### src/rtl/motoro3_pkg.sv
// Shared types and index helpers for the multiphase step generator.
//   state_e      : run-state encoding (idle / run / stopping)
//   phase_offset : electrical offset of phase j, in steps
//   wrap_inc/dec : +1 / -1 modulo the number of steps per electrical cycle
package motoro3_pkg;

   typedef enum logic [1:0] {
      StIdle     = 2'd0,
      StRun      = 2'd1,
      StStopping = 2'd2
   } state_e;

   function automatic int unsigned phase_offset(input int unsigned j,
                                                input int unsigned nstep,
                                                input int unsigned nphase);
      return j * (nstep / nphase);
   endfunction

   function automatic int unsigned wrap_inc(input int unsigned v, input int unsigned nstep);
      return (v + 32'd1 >= nstep) ? 32'd0 : v + 32'd1;
   endfunction

   function automatic int unsigned wrap_dec(input int unsigned v, input int unsigned nstep);
      return (v == 32'd0) ? nstep - 32'd1 : v - 32'd1;
   endfunction

endpackage

### src/rtl/motoro3_multiphase_stepgen_if.sv
// Command/status bundle of the multiphase step generator.
//   master : drives m3start, m3freq, m3dir; observes the step outputs
//   slave  : the generator itself
//   m3step packs one STEPW-wide index per phase, phase 0 in the LSBs.
interface motoro3_multiphase_stepgen_if #(
   parameter int unsigned NPHASE = 3,
   parameter int unsigned STEPW  = 4,
   parameter int unsigned FREQW  = 10,
   parameter int unsigned CNTW   = 25
);
   logic                    m3start;
   logic [FREQW-1:0]        m3freq;
   logic                    m3dir;
   logic [NPHASE*STEPW-1:0] m3step;
   logic                    m3stepStb;
   logic [CNTW-1:0]         m3cnt;
   logic                    m3run;
   logic [FREQW-1:0]        m3curFreq;

   modport master (
      output m3start, m3freq, m3dir,
      input  m3step, m3stepStb, m3cnt, m3run, m3curFreq
   );

   modport slave (
      input  m3start, m3freq, m3dir,
      output m3step, m3stepStb, m3cnt, m3run, m3curFreq
   );
endinterface

### src/rtl/motoro3_ramp_unit.sv
// Linear frequency slewer with a RAMP_DIV-clock tick prescaler.
//   clk, nRst : clock, async active-low reset
//   target    : frequency to slew toward
//   enable    : 0 forces cur_freq and the prescaler to 0
//   load      : start of a run; cur_freq <- min(RAMP_INC, target), prescaler cleared
//   cur_freq  : current ramped frequency
// RAMP_INC = 0 disables ramping: cur_freq follows target every clock.
module motoro3_ramp_unit #(
   parameter int unsigned FREQW    = 10,
   parameter int unsigned RAMP_INC = 8,
   parameter int unsigned RAMP_DIV = 1000
) (
   input  logic             clk,
   input  logic             nRst,
   input  logic [FREQW-1:0] target,
   input  logic             enable,
   input  logic             load,
   output logic [FREQW-1:0] cur_freq
);

   localparam int unsigned DivW = (RAMP_DIV > 1) ? $clog2(RAMP_DIV) : 1;
   localparam logic [FREQW:0] IncW = (FREQW + 1)'(RAMP_INC);

   if (RAMP_DIV < 1) begin : g_div_chk
      $error("RAMP_DIV must be at least 1");
   end
   if (RAMP_INC >= (1 << FREQW)) begin : g_inc_chk
      $error("RAMP_INC must fit in FREQW bits");
   end

   logic [DivW-1:0]  presc_q;
   logic             tick;
   logic [FREQW:0]   up_sum;
   logic [FREQW:0]   dn_diff;
   logic [FREQW-1:0] slew;
   logic [FREQW-1:0] load_val;

   assign tick = (presc_q == DivW'(RAMP_DIV - 1));

   // One increment toward target, clamped so it lands exactly and never wraps.
   always_comb begin
      up_sum  = {1'b0, cur_freq} + IncW;
      dn_diff = {1'b0, cur_freq} - IncW;
      slew    = cur_freq;
      if (target > cur_freq) begin
         slew = (up_sum > {1'b0, target}) ? target : up_sum[FREQW-1:0];
      end else if (target < cur_freq) begin
         slew = (dn_diff[FREQW] || (dn_diff[FREQW-1:0] < target)) ? target
                                                                  : dn_diff[FREQW-1:0];
      end
      load_val = ((RAMP_INC == 0) || ({1'b0, target} < IncW)) ? target : IncW[FREQW-1:0];
   end

   always_ff @(posedge clk or negedge nRst) begin
      if (!nRst) begin
         cur_freq <= '0;
         presc_q  <= '0;
      end else if (load) begin
         cur_freq <= load_val;
         presc_q  <= '0;
      end else if (!enable) begin
         cur_freq <= '0;
         presc_q  <= '0;
      end else if (RAMP_INC == 0) begin
         cur_freq <= target;
      end else if (tick) begin
         cur_freq <= slew;
         presc_q  <= '0;
      end else begin
         presc_q <= presc_q + DivW'(1);
      end
   end

endmodule

### src/rtl/motoro3_multiphase_stepgen.sv
// N-phase step-sequence generator with ramped phase-accumulator rate.
//   clk, nRst : 10 MHz system clock, async active-low reset
//   bus       : slave side of motoro3_multiphase_stepgen_if
//               m3start/m3freq/m3dir in; m3step, m3stepStb, m3cnt, m3run, m3curFreq out
// A step happens when acc + curFreq carries out of ACCW bits; the base index then
// moves +/-1 mod NSTEP and every phase index is base plus a fixed offset.
module motoro3_multiphase_stepgen
   import motoro3_pkg::*;
#(
   parameter int unsigned NPHASE   = 3,
   parameter int unsigned NSTEP    = 12,
   parameter int unsigned STEPW    = 4,
   parameter int unsigned FREQW    = 10,
   parameter int unsigned ACCW     = 16,
   parameter int unsigned CNTW     = 25,
   parameter int unsigned RAMP_INC = 8,
   parameter int unsigned RAMP_DIV = 1000
) (
   input logic                         clk,
   input logic                         nRst,
   motoro3_multiphase_stepgen_if.slave bus
);

   if (FREQW > ACCW) begin : g_freqw_chk
      $error("FREQW must not exceed ACCW");
   end
   if ((NPHASE < 1) || (NPHASE > 8) || ((NSTEP % NPHASE) != 0)) begin : g_phase_chk
      $error("NPHASE must be 1..8 and divide NSTEP");
   end
   if (NSTEP > (1 << STEPW)) begin : g_step_chk
      $error("NSTEP must fit in STEPW bits");
   end

   state_e                  state_q;
   logic [ACCW-1:0]         acc_q;
   logic [STEPW-1:0]        base_q;
   logic [NPHASE*STEPW-1:0] step_q;
   logic                    stb_q;
   logic [CNTW-1:0]         cnt_q;
   logic                    run_q;

   logic [FREQW-1:0]        cur_freq;
   logic [FREQW-1:0]        ramp_target;
   logic                    ramp_en;
   logic                    ramp_load;
   logic [ACCW:0]           acc_sum;
   logic                    carry;
   logic [STEPW-1:0]        base_next;
   logic [NPHASE*STEPW-1:0] step_next;

   // Target follows the next state: dropping m3start ramps toward 0 from that edge on.
   assign ramp_target = bus.m3start ? bus.m3freq : '0;
   assign ramp_en     = (state_q != StIdle);
   assign ramp_load   = (state_q == StIdle) && bus.m3start;

   motoro3_ramp_unit #(
      .FREQW    (FREQW),
      .RAMP_INC (RAMP_INC),
      .RAMP_DIV (RAMP_DIV)
   ) u_ramp (
      .clk      (clk),
      .nRst     (nRst),
      .target   (ramp_target),
      .enable   (ramp_en),
      .load     (ramp_load),
      .cur_freq (cur_freq)
   );

   // The add uses the registered (pre-tick) curFreq, so a coincident ramp tick
   // only affects the following clock.
   assign acc_sum = {1'b0, acc_q} + {{(ACCW + 1 - FREQW){1'b0}}, cur_freq};
   assign carry   = acc_sum[ACCW] && (state_q != StIdle);

   assign base_next = bus.m3dir ? STEPW'(wrap_inc(32'(base_q), NSTEP))
                                : STEPW'(wrap_dec(32'(base_q), NSTEP));

   always_comb begin
      step_next = '0;
      for (int unsigned j = 0; j < NPHASE; j++) begin
         step_next[j*STEPW +: STEPW] =
            STEPW'((32'(base_next) + phase_offset(j, NSTEP, NPHASE)) % NSTEP);
      end
   end

   always_ff @(posedge clk or negedge nRst) begin
      if (!nRst) begin
         state_q <= StIdle;
         acc_q   <= '0;
         base_q  <= '0;
         step_q  <= '0;
         stb_q   <= 1'b0;
         cnt_q   <= '0;
         run_q   <= 1'b0;
      end else begin
         stb_q <= 1'b0;
         unique case (state_q)
            StIdle: begin
               acc_q <= '0;
               if (bus.m3start) begin
                  state_q <= StRun;
                  cnt_q   <= '0;
                  run_q   <= 1'b1;
               end
            end
            StRun, StStopping: begin
               acc_q <= acc_sum[ACCW-1:0];
               if (carry) begin
                  base_q <= base_next;
                  step_q <= step_next;
                  stb_q  <= 1'b1;
                  cnt_q  <= cnt_q + CNTW'(1);
               end
               if (bus.m3start) begin
                  state_q <= StRun;
               end else if ((state_q == StStopping) && (cur_freq == '0)) begin
                  state_q <= StIdle;
                  acc_q   <= '0;
                  run_q   <= 1'b0;
               end else begin
                  state_q <= StStopping;
               end
            end
            default: begin
               state_q <= StIdle;
               run_q   <= 1'b0;
            end
         endcase
      end
   end

   assign bus.m3step    = step_q;
   assign bus.m3stepStb = stb_q;
   assign bus.m3cnt     = cnt_q;
   assign bus.m3run     = run_q;
   assign bus.m3curFreq = cur_freq;

endmodule

### src/flat_wrapper.sv
// flat-port wrapper written by rule: the top's interface ports become plain ports
module motoro3_multiphase_stepgen_flat import motoro3_pkg::*;
#(
   parameter int unsigned NPHASE   = 3,
   parameter int unsigned NSTEP    = 12,
   parameter int unsigned STEPW    = 4,
   parameter int unsigned FREQW    = 10,
   parameter int unsigned ACCW     = 16,
   parameter int unsigned CNTW     = 25,
   parameter int unsigned RAMP_INC = 8,
   parameter int unsigned RAMP_DIV = 1000
)
  (clk, nRst, bus_m3start, bus_m3freq, bus_m3dir, bus_m3step, bus_m3stepStb, bus_m3cnt, bus_m3run, bus_m3curFreq);
  motoro3_multiphase_stepgen_if #(.NPHASE(NPHASE), .STEPW(STEPW), .FREQW(FREQW), .CNTW(CNTW)) bus_i ();
  input logic clk;
  input logic nRst;
  input wire logic [$bits(bus_i.m3start)-1:0] bus_m3start;
  input wire logic [$bits(bus_i.m3freq)-1:0] bus_m3freq;
  input wire logic [$bits(bus_i.m3dir)-1:0] bus_m3dir;
  output wire logic [$bits(bus_i.m3step)-1:0] bus_m3step;
  output wire logic [$bits(bus_i.m3stepStb)-1:0] bus_m3stepStb;
  output wire logic [$bits(bus_i.m3cnt)-1:0] bus_m3cnt;
  output wire logic [$bits(bus_i.m3run)-1:0] bus_m3run;
  output wire logic [$bits(bus_i.m3curFreq)-1:0] bus_m3curFreq;
  assign bus_i.m3start = bus_m3start;
  assign bus_i.m3freq = bus_m3freq;
  assign bus_i.m3dir = bus_m3dir;
  assign bus_m3step = bus_i.m3step;
  assign bus_m3stepStb = bus_i.m3stepStb;
  assign bus_m3cnt = bus_i.m3cnt;
  assign bus_m3run = bus_i.m3run;
  assign bus_m3curFreq = bus_i.m3curFreq;
  motoro3_multiphase_stepgen #(.NPHASE(NPHASE), .NSTEP(NSTEP), .STEPW(STEPW), .FREQW(FREQW), .ACCW(ACCW), .CNTW(CNTW), .RAMP_INC(RAMP_INC), .RAMP_DIV(RAMP_DIV)) u_core (.clk(clk), .nRst(nRst), .bus(bus_i));
endmodule
### config.mk
export PLATFORM = sky130hd
export DESIGN_NAME = motoro3_multiphase_stepgen_flat
export DESIGN_NICKNAME = d
export VERILOG_FILES = /design/src/rtl/motoro3_pkg.sv /design/src/rtl/motoro3_multiphase_stepgen_if.sv /design/src/rtl/motoro3_ramp_unit.sv /design/src/rtl/motoro3_multiphase_stepgen.sv /design/src/flat_wrapper.sv
export SDC_FILE = /design/constraint.sdc
export NUM_CORES = 1
export LEC_CHECK = 0
export CAP_MARGIN = 20
export CORE_AREA = 2 2 97 99
export DETAILED_ROUTE_END_ITERATION = 10
export DIE_AREA = 0 0 99 101
export PLACE_DENSITY = 0.91
export SKIP_LAST_GASP = 1
export SYNTH_ARGS = -nofsm -noshare
export SYNTH_HDL_FRONTEND = slang
export SYNTH_SLANG_ARGS = --single-unit
export TNS_END_PERCENT = 1
### constraint.sdc
create_clock -name clk -period 4.7 [get_ports clk]
set_input_delay 0.94 -clock clk [delete_from_list [all_inputs] [get_ports clk]]
set_output_delay 0.94 -clock clk [all_outputs]
set_load 0.01 [all_outputs]
Yosys cells after proc, flatten, opt, wreduce, memory -nomap -nowiden. Cells that the tools add are included.

Register bits: 81. Bits in writable memories: 0. Output and inout bits: 49. Memories kept: 0. Latch bits: 0. ROM bits: 0. Input port bits: 14.

Reductions and logical operators: 14. $lt $le $gt $ge: 6. Shift-type cells: 0. $add $sub $neg: 9. Multiplexer cells: 31. Bitwise operators: 0. Div/mod/pow operators: 3. Equality and inequality tests: 9. Multiply operators: 0.

Operator list (count): 2-to-1 mux 10 bit (12); remainder unit 32 x 4 -> 32 bit (second input constant) (2); 2-to-1 mux 25 bit (2); case mux 25 bit (2 select lines) (1); remainder unit 4 x 4 -> 32 bit (second input constant) (1); 2-to-1 mux 16 bit (2); case mux 16 bit (2 select lines) (1); adder 25 x 1 -> 25 bit (second input constant) (1); less-than comparator 10 bit (2); adder 16 x 10 -> 17 bit (1); 2-to-1 mux 4 bit (3); adder 10 x 4 -> 11 bit (second input constant) (1); greater-than comparator 11 x 10 -> 1 bit (1); subtractor 10 x 4 -> 11 bit (second input constant) (1); adder 10 x 1 -> 10 bit (second input constant) (1); equality test 10 bit (second input constant) (1); greater-than comparator 10 bit (1); logical NOT 10 bit (1); less-than comparator 10 x 4 -> 1 bit (second input constant) (1); 2-to-1 mux 2 bit (3); AND reduction 3 bit (2); adder 4 x 1 -> 5 bit (second input constant) (1); adder 4 x 3 -> 5 bit (second input constant) (1); adder 4 x 4 -> 5 bit (second input constant) (1); 18 further kinds (28).

Depth between registers and ports, before layout.
Word-level depth: 9. Depth in mapped cells: 13.

Cells and area by module. A second synthesis with hierarchy kept.

Cells, all modules: 648. Area, all modules: 5765.5 sq um.

Modules (own cells, without submodules): motoro3_multiphase_stepgen (area each 3728.6 sq um, cells each 417, times used 1); motoro3_ramp_unit (area each 2037.0 sq um, cells each 231, times used 1).

Worst setup path before layout. Ideal clock, no wire load.

Path type: input to register. From: input port bus_m3start. To: register u_core.u_ramp.cur_freq[0]. Path buffers: 1. Path slack: 1309 ps. Required time: 4574 ps. Stages: 10. Data arrival time: 3265 ps. Cells stage by stage: clkbuf_1 > nand2_1 > ha_1 > a21o_1 > a21oi_1 > or4b_1 > o21ai_2 > mux2i_1 > and2_1 > a221o_1.

Longest elaborated chain between the ends: 9. Elaborated cells between the ends (all ways): 19. Classes of those cells: order compare: 5; eq/ne: 2; mux: 9; reduce/logical: 3.

RTL lines: start, declared (RTL line flat_wrapper.sv:17) `input wire logic [$bits(bus_i.m3start)-1:0] bus_m3start;`; 2-to-1 mux 10 bit (RTL line motoro3_multiphase_stepgen.sv:52) `assign ramp_target = bus.m3start ? bus.m3freq : '0;`; less-than comparator 10 bit (RTL line motoro3_ramp_unit.sv:48) `slew = (dn_diff[FREQW] || (dn_diff[FREQW-1:0] < target)) ? target`; logical OR 1 bit (RTL line motoro3_ramp_unit.sv:48); 2-to-1 mux 10 bit (RTL line motoro3_ramp_unit.sv:48); 2-to-1 mux 10 bit (RTL line motoro3_ramp_unit.sv:47) `end else if (target < cur_freq) begin`; 2-to-1 mux 10 bit (RTL line motoro3_ramp_unit.sv:45) `if (target > cur_freq) begin`; 2-to-1 mux 10 bit (RTL line motoro3_ramp_unit.sv:66) `end else if (tick) begin`; 2-to-1 mux 10 bit (RTL line motoro3_ramp_unit.sv:61) `end else if (!enable) begin`; 2-to-1 mux 10 bit (RTL line motoro3_ramp_unit.sv:58) `end else if (load) begin`; end signal, assigned (RTL line motoro3_ramp_unit.sv:59) `cur_freq <= load_val;`; end signal, assigned (RTL line motoro3_ramp_unit.sv:65) `cur_freq <= target;`; end signal, assigned (RTL line motoro3_ramp_unit.sv:67) `cur_freq <= slew;`; end, declared (RTL line motoro3_ramp_unit.sv:18) `output logic [FREQW-1:0] cur_freq`.

Parallel ways exist; a longest one is shown, timed or not. The select of a mux whose other input is x is not followed. A chain may end at the register's enable or synchronous reset.

Worst setup path after layout. Ends and elaborated chain as after synthesis.

==> impl_metrics.csv <==
group,metric,value,unit
floorplan,rows,35,
clocking,clock_sinks,72,
clocking,h-tree-depth,3,
sta,finalHoldViolCount,0,
sta,clock.fmax,0.246,GHz
routing,routed_wl,13100,microns
logic_synthesis,synth_fp_nets,691,
layout,fillers,681,
floorplan,die_area,0.0100,sq mm
routing,first_pass_iters,5,
global_routing,grt_start_max_net_pins,42,
floorplan,io_pins,63,
floorplan,core,0.00898,sq mm
layout,drive_gt1_share,5.59,%
layout,diodes,0,
global_routing,grt_pass1_wl,21900,microns
routing,via_count,4852,
power,internal_power,1.78,mW
power,power_switching_share,43.9,%
routing,via_per_inst,6.13,
clocking,cts_root_buf,"clkbuf_8",
global_routing,grtUsageMet3,5.27,%
logic_synthesis,synth.most_common_cell,"nand2_1",
hold_path,hold_class,"flip-flop to flip-flop",
setup_path,regToRegSetupSlack,930,ps
floorplan,floorplan.initialDensity,59.1,%
global_routing,globalRouteMet1Util,33.3,%
sta,rsz0062_at_grt,"no",
clocking,clk_pin_slew,80,ps
clocking,cts_tree,"done",
clocking,clk_latency,360,ps
setup_path,cp_max_fo,15,
power,power.total,3.18,mW
sta,setup_viol,0,
sta,finalCritPeriodShare,86.5,%
sta,tns,0,ps
routing,wire_per_inst,16.6,microns
setup_path,start_kind,"input port",
clocking,cts_buffer_depth,2,
global_routing,met2_usage,46.2,%
logic_synthesis,synth_largest_area_cell,"dfrtp_1",
clocking,ctsResizeCount,0,
logic_synthesis,synth_edf_count,0,
sta,slew_headroom,38.1,%
sta,tightest_slew,928,ps
logic_synthesis,synth_flop_cell,"dfrtp_1",
power,vdd_drop_max,0.000284,V
setup_path,crit_path_end_kind,"flip-flop",
logic_synthesis,ys_warn_count,0,
clocking,cts_setup_buffers,0,
global_routing,antenna_found_initial,0,
flow_run,maxCapViolCount,0,
power,leakagePower,2.79,nW
power,p_clk_share,18.9,%
status,status,"completed",
global_routing,grt_overflow,0,
layout,nets,739,
power,cellPowerDensity,513,mW/mm^2
logic_synthesis,async_flop_share,100,%
power,comb_power_share,53.3,%
logic_synthesis,postSynthAreaPerCell,8.46,sq um
clocking,cts_buffers,9,
sta,skew,13.5,ps
logic_synthesis,yosys-top-cells-area,"dfrtp_1 (34%), ha_1 (12%), nand2_1 (5.8%), o21ai_0 (3.9%), xnor2_1 (3.5%)",
sta,drv_slew,0,
place,dpl.cell_count,775,
setup_path,critPathKind,"input port to flip-flop",
sta,fin_crit,4070,ps
global_routing,track_usage,27.2,%
global_routing,grt_pass1_vias,4741,
layout,post_layout_nonfiller_instances,791,
logic_synthesis,synth_common_cells,"nand2_1 (82), dfrtp_1 (72), ha_1 (49), inv_1 (47), o21ai_0 (41)",
global_routing,grt.busiest_layer,"met2",
power,power_frac_seq,27.9,%
sta,setup_slack,632,ps
logic_synthesis,syn_inst,627,
clocking,holdBufCountCts,0,
place,dpl.hpwl,9690,microns
setup_path,cp.arrival,4300,ps
floorplan,dieHeight,101,microns
routing,drc,0,
routing,antenna_left,0,
logic_synthesis,netlist-cell-type-count,66,
place,gp_congestion,0.991,
power,power_switching,1.40,mW
setup_path,required,4940,ps
place,numPortBuffers,62,
logic_synthesis,ys_ff_latch,72,
logic_synthesis,syn_area,0.00530,sq mm
floorplan,die_x,99,microns
layout,area_delta_synth_final,16.8,%
routing,drt_iter0_markers,302,
place,pre_cts_ws,295,ps
logic_synthesis,synth_top_area_share,34.0,%
logic_synthesis,ys_seq_area_share,34.0,%
==> worst paths after layout <==
check,start,endpoint,depth (start not counted)
min in group asynchronous,nRst,u_core.bus.m3step[9]$_DFFE_PN0P_,1
worst max-delay path,bus_m3start,u_core.u_ramp.cur_freq[0]$_DFFE_PN0P_,10
worst min-delay path,u_core.u_ramp.presc_q[0]$_DFF_PN0_,u_core.u_ramp.presc_q[0]$_DFF_PN0_,1
worst min register to register,u_core.u_ramp.presc_q[0]$_DFF_PN0_,u_core.u_ramp.presc_q[0]$_DFF_PN0_,1
max in group asynchronous,nRst,u_core.acc_q[10]$_DFFE_PN0P_,2
worst max register to register,u_core.u_ramp.cur_freq[5]$_DFFE_PN0P_,u_core.u_ramp.cur_freq[0]$_DFFE_PN0P_,12
==> cells in the final DEF (no fill, tap or decap), types with 3 or more instances in the layout <==
cell type | synthesis | final
nand4_1 | 8 | 8
o21ai_0 | 41 | 41
nand3_1 | 32 | 32
a221o_1 | 3 | 3
xnor2_1 | 21 | 21
o22ai_1 | 3 | 3
nor2_1 | 40 | 40
and2_1 | 7 | 7
nor4_1 | 7 | 7
ha_1 | 49 | 49
a21o_1 | 7 | 7
o31ai_1 | 11 | 11
o211ai_1 | 4 | 4
o21bai_1 | 3 | 3
dfrtp_1 | 72 | 72
and3_1 | 11 | 11
buf_4 | 9 | 7
a22o_1 | 13 | 13
or4_1 | 3 | 3
nor3_1 | 21 | 21
or3_1 | 6 | 6
nand2_1 | 82 | 82
clkdlybuf4s50_1 | 0 | 61
clkbuf_8 | 0 | 9
a21oi_1 | 23 | 23
xor2_1 | 10 | 10
a211oi_1 | 3 | 3
o21a_1 | 3 | 3
nor2b_1 | 13 | 13
a31oi_1 | 3 | 3
nor4b_1 | 3 | 3
bufinv_16 | 0 | 3
mux2i_1 | 4 | 4
inv_1 | 47 | 47
==> registers in the layout, indices dropped and copies added (netlist names) <==
signal,count
u_core.acc_q,16
u_core.base_q,2
u_core.bus.m3cnt,25
u_core.bus.m3run,1
u_core.bus.m3step,5
u_core.bus.m3stepStb,1
u_core.state_q,2
u_core.u_ramp.cur_freq,10
u_core.u_ramp.presc_q,10
==> final cells by class <==
class	instances	area [sq um]	area share (%)
Inverter	49	184	2.97
Timing Repair Buffer	69	668	10.8
Multi-Input combinational cell	474	3160	51.0
Sequential cell	72	1800	29.1
Clock inverter	7	119	1.92
Clock buffer	9	124	2.00
Tap cell	111	139	2.24
==> through the flow <==
| step | utilization, % | hold slack, ps | instance area, sq um |
|---|---|---|---|
| after detailed placement | 66.3 | 460 | 5950 |
| after floorplan | - | 425 | 5300 |
| after CTS | 69.0 | 478 | 6190 |
| after global routing | 69.0 | 505 | 6190 |
| final | 69.0 | 470 | 6190 |
| after global placement | 66.3 | 440 | 5950 |
==> power groups by stage <==
| stage | Clock, mW | Combinational, mW | Sequential [mW] |
|---|---|---|---|
| CTS | 0.605 | 1.67 | 0.881 |
| floorplan | 0 | 1.16 | 0.849 |
| detailed placement | 0 | 1.65 | 0.891 |
| global placement | 0 | 1.59 | 0.888 |
| finish | 0.599 | 1.69 | 0.885 |
| global route | 0.640 | 1.88 | 0.898 |
==> per-layer routing <==
layer | part of all wire, % | routed length [microns]
met1 | 41 | 5410
met2 | 49 | 6400
met3 | 6.0 | 789
met4 | 4.0 | 522
met5 | 0 | 0
==> cell families after synthesis <==
| logic type | Yosys count | share of synthesized area (%) |
|---|---|---|
| adders and majority gates | 50 | 11.9 |
| DFF | 72 | 34.0 |
| buffers and inverters | 81 | 6.49 |
| and+or+nand+nor | 249 | 23.5 |
| muxes | 6 | 1.18 |
| AOI/OAI and AO/OA | 138 | 17.8 |
| xor gates and xnor gates | 31 | 5.12 |
==> critical path, stage by stage <==
cell,delay [ps]
clkdlybuf4s50_1,820
nand2_1,220
inv_1,160
ha_1,260
a211oi_1,220
nor2_1,100
o41a_1,500
mux2i_1,520
o21bai_1,180
a221o_1,380
(Power assumes the default switching activity.)
